`src/rtl/dispatch_pkg.sv`:
```
// Shared field layout, hazard-key helpers and core-select type for the
// dual-core instruction dispatcher.
package dispatch_pkg;

  // Instruction field positions
  localparam int PIN_BIT      = 27;
  localparam int CORE_BIT     = 26;
  localparam int SRC_FLAG_BIT = 23;
  localparam int DST_FLAG_BIT = 22;
  localparam int SRC_LSB      = 0;
  localparam int DST_LSB      = 11;
  localparam int REG_W        = 11;
  localparam int INSTR_W      = 32;

  typedef logic [INSTR_W-1:0] instr_t;
  typedef logic [REG_W:0]     hazard_key_t;

  typedef enum logic {
    CORE0 = 1'b0,
    CORE1 = 1'b1
  } core_sel_t;

  // Source key: flag bit prepended to the 11-bit source register id
  function automatic hazard_key_t src_key(input instr_t i);
    return {i[SRC_FLAG_BIT], i[SRC_LSB +: REG_W]};
  endfunction

  // Destination key: flag bit prepended to the 11-bit destination id
  function automatic hazard_key_t dst_key(input instr_t i);
    return {i[DST_FLAG_BIT], i[DST_LSB +: REG_W]};
  endfunction

  // Both flags set marks an instruction that never takes part in hazards
  function automatic logic no_hazard(input instr_t i);
    return i[SRC_FLAG_BIT] & i[DST_FLAG_BIT];
  endfunction

  // RAW, WAR and WAW between an incoming instruction and an in-flight entry
  function automatic logic conflicts(input instr_t incoming, input instr_t entry);
    logic hit;
    hit = (src_key(incoming) == dst_key(entry)) ||
          (dst_key(incoming) == src_key(entry)) ||
          (dst_key(incoming) == dst_key(entry));
    return hit & ~no_hazard(incoming) & ~no_hazard(entry);
  endfunction

endpackage

```
`src/rtl/dispatch_queue.sv`:
```
// Show-ahead FIFO for one core. Besides head/count/full it exposes every
// storage slot plus a per-slot valid mask so the dispatcher can scan the
// whole in-flight set for hazards in a single cycle.
module dispatch_queue
  import dispatch_pkg::*;
#(
  parameter int DEPTH = 8,
  parameter int CW    = $clog2(DEPTH+1)
) (
  input  logic                 clk,
  input  logic                 resetn,
  input  logic                 push,
  input  logic [INSTR_W-1:0]   push_data,
  input  logic                 pop,
  output logic [INSTR_W-1:0]   head,
  output logic [CW-1:0]        count,
  output logic                 full,
  output logic [DEPTH*INSTR_W-1:0] entries_flat,
  output logic [DEPTH-1:0]     entry_valid
);

  localparam int PW = $clog2(DEPTH);

  logic [INSTR_W-1:0] mem [DEPTH];
  logic [PW-1:0]      rd_ptr;
  logic [PW-1:0]      wr_ptr;
  logic               do_push;
  logic               do_pop;

  // Refuse pushes to a full queue and pops from an empty one
  assign full    = (count == CW'(DEPTH));
  assign do_push = push && !full;
  assign do_pop  = pop && (count != '0);
  assign head    = (count != '0) ? mem[rd_ptr] : '0;

  // Storage write; no reset needed since validity comes from the pointers
  always_ff @(posedge clk) begin
    if (do_push) begin
      mem[wr_ptr] <= push_data;
    end
  end

  // Pointer and occupancy bookkeeping; pointers wrap naturally at DEPTH
  always_ff @(posedge clk) begin
    if (!resetn) begin
      rd_ptr <= '0;
      wr_ptr <= '0;
      count  <= '0;
    end else begin
      if (do_push) begin
        wr_ptr <= wr_ptr + PW'(1);
      end
      if (do_pop) begin
        rd_ptr <= rd_ptr + PW'(1);
      end
      case ({do_push, do_pop})
        2'b10:   count <= count + CW'(1);
        2'b01:   count <= count - CW'(1);
        default: count <= count;
      endcase
    end
  end

  // A slot is live when its distance from the read pointer is below count
  always_comb begin
    logic [PW-1:0] off;
    off          = '0;
    entries_flat = '0;
    entry_valid  = '0;
    for (int i = 0; i < DEPTH; i++) begin
      off = PW'(i) - rd_ptr;
      entries_flat[i*INSTR_W +: INSTR_W] = mem[i];
      entry_valid[i] = (CW'(off) < count);
    end
  end

endmodule

```
`src/rtl/dual_core_dispatcher.sv`:
```
// Dual-core instruction dispatcher. Accepts one instruction per cycle and
// steers it to core0 or core1 by pinning, then hazard affinity, then
// alternation, so that dependent instructions never run on both cores at
// once. Each core sees a show-ahead queue plus one busy slot that holds the
// instruction it is currently executing until it pulses done.
//
// Handshakes: a transfer happens on a rising clk edge where valid && ready
// are both high. in_ready is a function of registered state and in_instr
// only (never of in_valid or the core ready inputs); cX_valid is a function
// of registered state only.
module dual_core_dispatcher
  import dispatch_pkg::*;
#(
  parameter int DEPTH = 8,
  parameter int CW    = $clog2(DEPTH+1)
) (
  input  logic          clk,
  input  logic          resetn,
  input  logic          in_valid,
  input  logic [31:0]   in_instr,
  output logic          in_ready,
  output logic          c0_valid,
  output logic [31:0]   c0_instr,
  input  logic          c0_ready,
  input  logic          c0_done,
  output logic          c1_valid,
  output logic [31:0]   c1_instr,
  input  logic          c1_ready,
  input  logic          c1_done,
  output logic [CW-1:0] c0_count,
  output logic [CW-1:0] c1_count,
  output logic          hazard_stall
);

  // Queue interfaces
  logic [31:0]         q0_head, q1_head;
  logic [CW-1:0]       q0_count, q1_count;
  logic                q0_full, q1_full;
  logic [DEPTH*32-1:0] q0_flat, q1_flat;
  logic [DEPTH-1:0]    q0_vmask, q1_vmask;
  logic                push0, push1;
  logic                pop0, pop1;

  // Busy slots and alternation preference
  logic [31:0]         busy0, busy1;
  logic                busy0_valid, busy1_valid;
  core_sel_t           pref;

  // Routing decision
  logic                h0, h1;
  logic                pinned;
  core_sel_t           tgt;
  logic                route_ok;
  logic                dual_conflict;
  logic                accept;

  dispatch_queue #(.DEPTH(DEPTH), .CW(CW)) u_q0 (
    .clk          (clk),
    .resetn       (resetn),
    .push         (push0),
    .push_data    (in_instr),
    .pop          (pop0),
    .head         (q0_head),
    .count        (q0_count),
    .full         (q0_full),
    .entries_flat (q0_flat),
    .entry_valid  (q0_vmask)
  );

  dispatch_queue #(.DEPTH(DEPTH), .CW(CW)) u_q1 (
    .clk          (clk),
    .resetn       (resetn),
    .push         (push1),
    .push_data    (in_instr),
    .pop          (pop1),
    .head         (q1_head),
    .count        (q1_count),
    .full         (q1_full),
    .entries_flat (q1_flat),
    .entry_valid  (q1_vmask)
  );

  // Outputs are forced quiet while reset is held, even before the first edge
  assign c0_valid = resetn && (q0_count != '0);
  assign c1_valid = resetn && (q1_count != '0);
  assign c0_instr = resetn ? q0_head : '0;
  assign c1_instr = resetn ? q1_head : '0;
  assign c0_count = resetn ? q0_count : '0;
  assign c1_count = resetn ? q1_count : '0;

  assign pop0 = c0_valid && c0_ready;
  assign pop1 = c1_valid && c1_ready;

  // Conflict scan over each core's in-flight set as registered this cycle;
  // entries popped this cycle and unapplied done pulses still count
  always_comb begin
    h0 = busy0_valid && conflicts(in_instr, busy0);
    h1 = busy1_valid && conflicts(in_instr, busy1);
    for (int i = 0; i < DEPTH; i++) begin
      if (q0_vmask[i] && conflicts(in_instr, q0_flat[i*32 +: 32])) begin
        h0 = 1'b1;
      end
      if (q1_vmask[i] && conflicts(in_instr, q1_flat[i*32 +: 32])) begin
        h1 = 1'b1;
      end
    end
  end

  // Target selection: pinning, then hazard affinity, then preference
  always_comb begin
    pinned        = in_instr[PIN_BIT];
    tgt           = pref;
    route_ok      = 1'b0;
    dual_conflict = 1'b0;
    if (pinned) begin
      tgt      = core_sel_t'(in_instr[CORE_BIT]);
      route_ok = (tgt == CORE0) ? !q0_full : !q1_full;
    end else if (h0 && h1) begin
      dual_conflict = 1'b1;
    end else if (h0) begin
      tgt      = CORE0;
      route_ok = !q0_full;
    end else if (h1) begin
      tgt      = CORE1;
      route_ok = !q1_full;
    end else if ((pref == CORE0) ? !q0_full : !q1_full) begin
      tgt      = pref;
      route_ok = 1'b1;
    end else if ((pref == CORE0) ? !q1_full : !q0_full) begin
      tgt      = core_sel_t'(~pref);
      route_ok = 1'b1;
    end
  end

  assign in_ready     = resetn && route_ok;
  assign hazard_stall = resetn && in_valid && dual_conflict;
  assign accept       = in_valid && in_ready;
  assign push0        = accept && (tgt == CORE0);
  assign push1        = accept && (tgt == CORE1);

  // Alternation: the next unconstrained word prefers the other core
  always_ff @(posedge clk) begin
    if (!resetn) begin
      pref <= CORE0;
    end else if (accept) begin
      pref <= core_sel_t'(~tgt);
    end
  end

  // Busy slots: a pop loads the slot and wins over a same-cycle done
  always_ff @(posedge clk) begin
    if (!resetn) begin
      busy0       <= '0;
      busy0_valid <= 1'b0;
      busy1       <= '0;
      busy1_valid <= 1'b0;
    end else begin
      if (pop0) begin
        busy0       <= q0_head;
        busy0_valid <= 1'b1;
      end else if (c0_done) begin
        busy0_valid <= 1'b0;
      end
      if (pop1) begin
        busy1       <= q1_head;
        busy1_valid <= 1'b1;
      end else if (c1_done) begin
        busy1_valid <= 1'b0;
      end
    end
  end

endmodule

```
`config.mk`:
```
export PLATFORM = sky130hd
export DESIGN_NAME = dual_core_dispatcher
export DESIGN_NICKNAME = d
export VERILOG_FILES = /design/src/rtl/dispatch_pkg.sv /design/src/rtl/dispatch_queue.sv /design/src/rtl/dual_core_dispatcher.sv
export SDC_FILE = /design/constraint.sdc
export NUM_CORES = 1
export LEC_CHECK = 0
export BUFFER_PORTS_ARGS = -buffer_cell sky130_fd_sc_hd__buf_2
export CORE_UTILIZATION = 68
export DETAILED_ROUTE_END_ITERATION = 12
export PLACE_DENSITY_LB_ADDON = 0.15
export SLEW_MARGIN = 10
export SYNTH_ARGS = -nofsm -noshare
export SYNTH_HDL_FRONTEND = slang
export SYNTH_SLANG_ARGS = --single-unit
```
`constraint.sdc`:
```
create_clock -name clk -period 19.8 [get_ports clk]
set_input_delay 1.98 -clock clk [delete_from_list [all_inputs] [get_ports clk]]
set_output_delay 1.98 -clock clk [all_outputs]
set_load 0.05 [all_outputs]
```
==> run_results.csv <==
group,metric,value,unit
worst_setup_path,cp_num_buf_inv,3,
run,maxCapViolCount,0,
logic_synthesis,synth_cells,2378,
status,outcome,"finished clean",
floorplanning,design.core.area,46500,um2
timing,fin_crit_sh,0.395,
detailed_routing,drtIter0Drc,3050,
power_and_ir_drop,p_leak,12.2,nW
cells_and_area,final_common_cell,"edfxtp_1",
cells_and_area,nNetsFinal,2533,
worst_setup_path,critPathLaunchType,"input port",
worst_setup_path,critPathArrivalTime,5.84,ns
global_route,grt_pass1_vias,21200,
timing,clock.fmax,0.128,GHz
logic_synthesis,ys_warn_count,0,
logic_synthesis,avgSynthCellArea,13.4,um2
detailed_routing,first_pass_iters,6,
power_and_ir_drop,sequentialPowerShare,0.474,
floorplanning,die_width,219,um
worst_setup_path,r2r_start,"u_q1.count[1]$_SDFFE_PN0P_",
global_route,grt_first_pass_wirelength,138000,um
worst_setup_path,cpPeakStageDelay,0.77,ns
worst_setup_path,crit_cells,10,
logic_synthesis,synth_top_area_share,0.481,
worst_setup_path,cp_max_fo,29,
clock_tree,root_buffer,"clkbuf_16",
detailed_routing,dr_total_vias,21400,
cells_and_area,syn2layout_area_growth,9.12,%
global_route,grt_max_degree,77,
global_route,grtUsageTotal,0.399,
min_path,hold_class,"reg2reg",
clock_tree,path_clk_slew,0.06,ns
floorplanning,initial_utilization,0.688,
worst_setup_path,cp-end-kind,"primary output",
cells_and_area,layout_common_cells,"edfxtp_1, xor2_1, xnor2_1",
placement,gp_congestion,0.987,
worst_setup_path,cpLargestDelayFamily,"simple AND/OR/NAND/NOR gates",
power_and_ir_drop,power_switching,0.742,mW
power_and_ir_drop,comb_power_share,0.112,
logic_synthesis,yosys.cell_types.count,66,
timing,holdWs,0.513,ns
timing,slew_violations,0,
global_route,antenna_found_initial,2,
min_path,hold_start,"pref$_SDFFE_PN0N_",
worst_setup_path,critPathKind,"in2out",
logic_synthesis,ys_ff_latch,589,
worst_setup_path,crit_slowest_cell,"nor4_1",
worst_setup_path,cp_cell_sequence,"buf_2 > buf_4 > xnor2_1 > nand4_1 > nor4_1 > nor3_2 > o2111a_1 > and3_1 > nor4_1 > buf_2",
worst_setup_path,critPathRequiredTime,17.82,ns
cells_and_area,final_util,0.750,
clock_tree,clock_path_buffers,3,
cells_and_area,drive_above_1_share,0.170,
logic_synthesis,synth.largest_area_cell,"edfxtp_1",
power_and_ir_drop,vdd_drop_max,0.102,mV
timing,relSlewSlack,0.220,
logic_synthesis,netlist_area,31900,um2
clock_tree,clk_latency,0.67,ns
clock_tree,cts-resized-gates,0,
timing,rsz0062_at_grt,"no",
floorplanning,row_count,79,
clock_tree,tritoncts,"yes",
placement,placed_area,32700,um2
logic_synthesis,yosys_most_used_dff,"edfxtp_1",
placement,dp_hpwl,59200,um
logic_synthesis,synth_area_leaders,"edfxtp_1, xor2_1, mux4_2",
timing,setup_viol,0,
clock_tree,hold_buffers,0,
timing,skew,0.0536,ns
clock_tree,cts_setup_buffers,0,
power_and_ir_drop,finalPower,2.92,mW
worst_setup_path,critPathLaunch,"in_instr[14]",
logic_synthesis,ys_seq_area_frac,0.530,
clock_tree,cts-htree-levels,2,
power_and_ir_drop,clkPwrFrac,0.414,
detailed_routing,drtAntennaViolNets,0,
logic_synthesis,synth_edf_count,512,
global_route,overflow,0,
logic_synthesis,synth_fp_nets,2455,
timing,finalHoldViolCount,0,
floorplanning,num_io_pins,115,
timing,fin_crit,7.82,ns
logic_synthesis,async_reset_ff_frac,0,
floorplanning,die_y,219,um
cells_and_area,stdcell_area,34900,um2
detailed_routing,route.detailed.drc,0,
cells_and_area,fillers,2886,
power_and_ir_drop,power.density,83.8,nW/um2
power_and_ir_drop,p_int,2.18,mW
detailed_routing,wire_per_inst,30.1,um
clock_tree,numCtsBuffers,60,
timing,tightest_slew,1.17,ns
floorplanning,dieArea,47800,um2
detailed_routing,via_per_inst,6.88,
power_and_ir_drop,swShare,0.254,
min_path,hold_path_depth,2,
clock_tree,cts.sinks,589,
timing,setup_tns,0,ns
detailed_routing,routed_wl,93800,um
placement,port_buffers,114,
worst_setup_path,r2r_cells,13,
==> cells in the mapped netlist, types with 50 or more instances <==
master      n
buf_6      54
nor4_1    108
xnor2_1   291
a21o_1     52
nand2_1    88
and3_1     50
nand2b_1   54
clkbuf_1   57
dfxtp_1    77
and2_1     72
mux4_2    128
xor2_1    369
nand4_1    67
edfxtp_1  512
a21oi_1    68
==> sequential cells by signal (all words and copies together), names as in the netlist, named ones only <==
signal / flops
u_q1.count: 4
u_q0.rd_ptr: 3
busy1_valid: 1
u_q1.rd_ptr: 3
busy0: 24
busy0_valid: 1
u_q0.mem: 256
u_q0.count: 4
busy1: 24
u_q1.mem: 256
u_q0.wr_ptr: 3
pref: 1
u_q1.wr_ptr: 3
==> final cells by class <==
cell class              instances  area, um2  area share
flip-flops and latches        589      16900       0.486
well taps                     607        759      0.0218
diodes                          1       2.50   0.0000718
inverters                      37        139     0.00398
clock buffers                  80       1690      0.0485
clock inverters                33        433      0.0124
repair buffers                168        978      0.0281
multi-input cells            1600      13900       0.400
==> tightest hold or removal path: cells and delay by family, from the launching register on <==
| kind | cells | cell delay [ns] |
|---|---|---|
| DFF | 1 | 0.33 |
| and+or+nand+nor | 1 | 0.07 |
| AOI/OAI and AO/OA | 1 | 0.06 |
==> kinds of logic (layout without fill, tap and decap cells) <==
logic type      after synthesis  in the layout  synth area share
compound gates              195            195            0.0401
xor+xnor                    660            660             0.181
fa+ha+maj                    39             39            0.0157
buf+inv                     189            318            0.0379
flops                       589            589             0.530
mux                         148            148            0.0965
other cells                   0              1                 0
simple gates                558            558            0.0993
==> power by group through the flow <==
stage / registers (mW) / clock network [mW] / logic, mW
floorplan: 1.40 / 0 / 0.235
global placement: 1.41 / 0 / 0.316
detailed placement: 1.41 / 0 / 0.320
CTS: 1.38 / 1.21 / 0.323
global route: 1.39 / 1.26 / 0.345
finish: 1.38 / 1.21 / 0.328
==> layer usage <==
metal,global-route usage,wire length (um)
met5,0,13
met4,0.168,3990
met3,0.0735,10500
met2,0.629,44000
met1,0.548,35300
==> stage by stage <==
step	setup slack (ns)	std cells
after floorplan	11.85	2378
after global placement	12.18	3001
after detailed placement	12.16	3001
after CTS	12.14	3114
after global routing	11.89	3114
final	11.98	3115
==> path summary, 6_finish.rpt <==
check | slack [ns] | endpoint
max | 11.98 | hazard_stall
min | 0.51 | pref$_SDFFE_PN0N_
max reg2reg | 14.26 | u_q0.mem[7][12]$_DFFE_PP_
min reg2reg | 0.51 | pref$_SDFFE_PN0N_
Note: power is estimated with default switching activity, not from simulation.
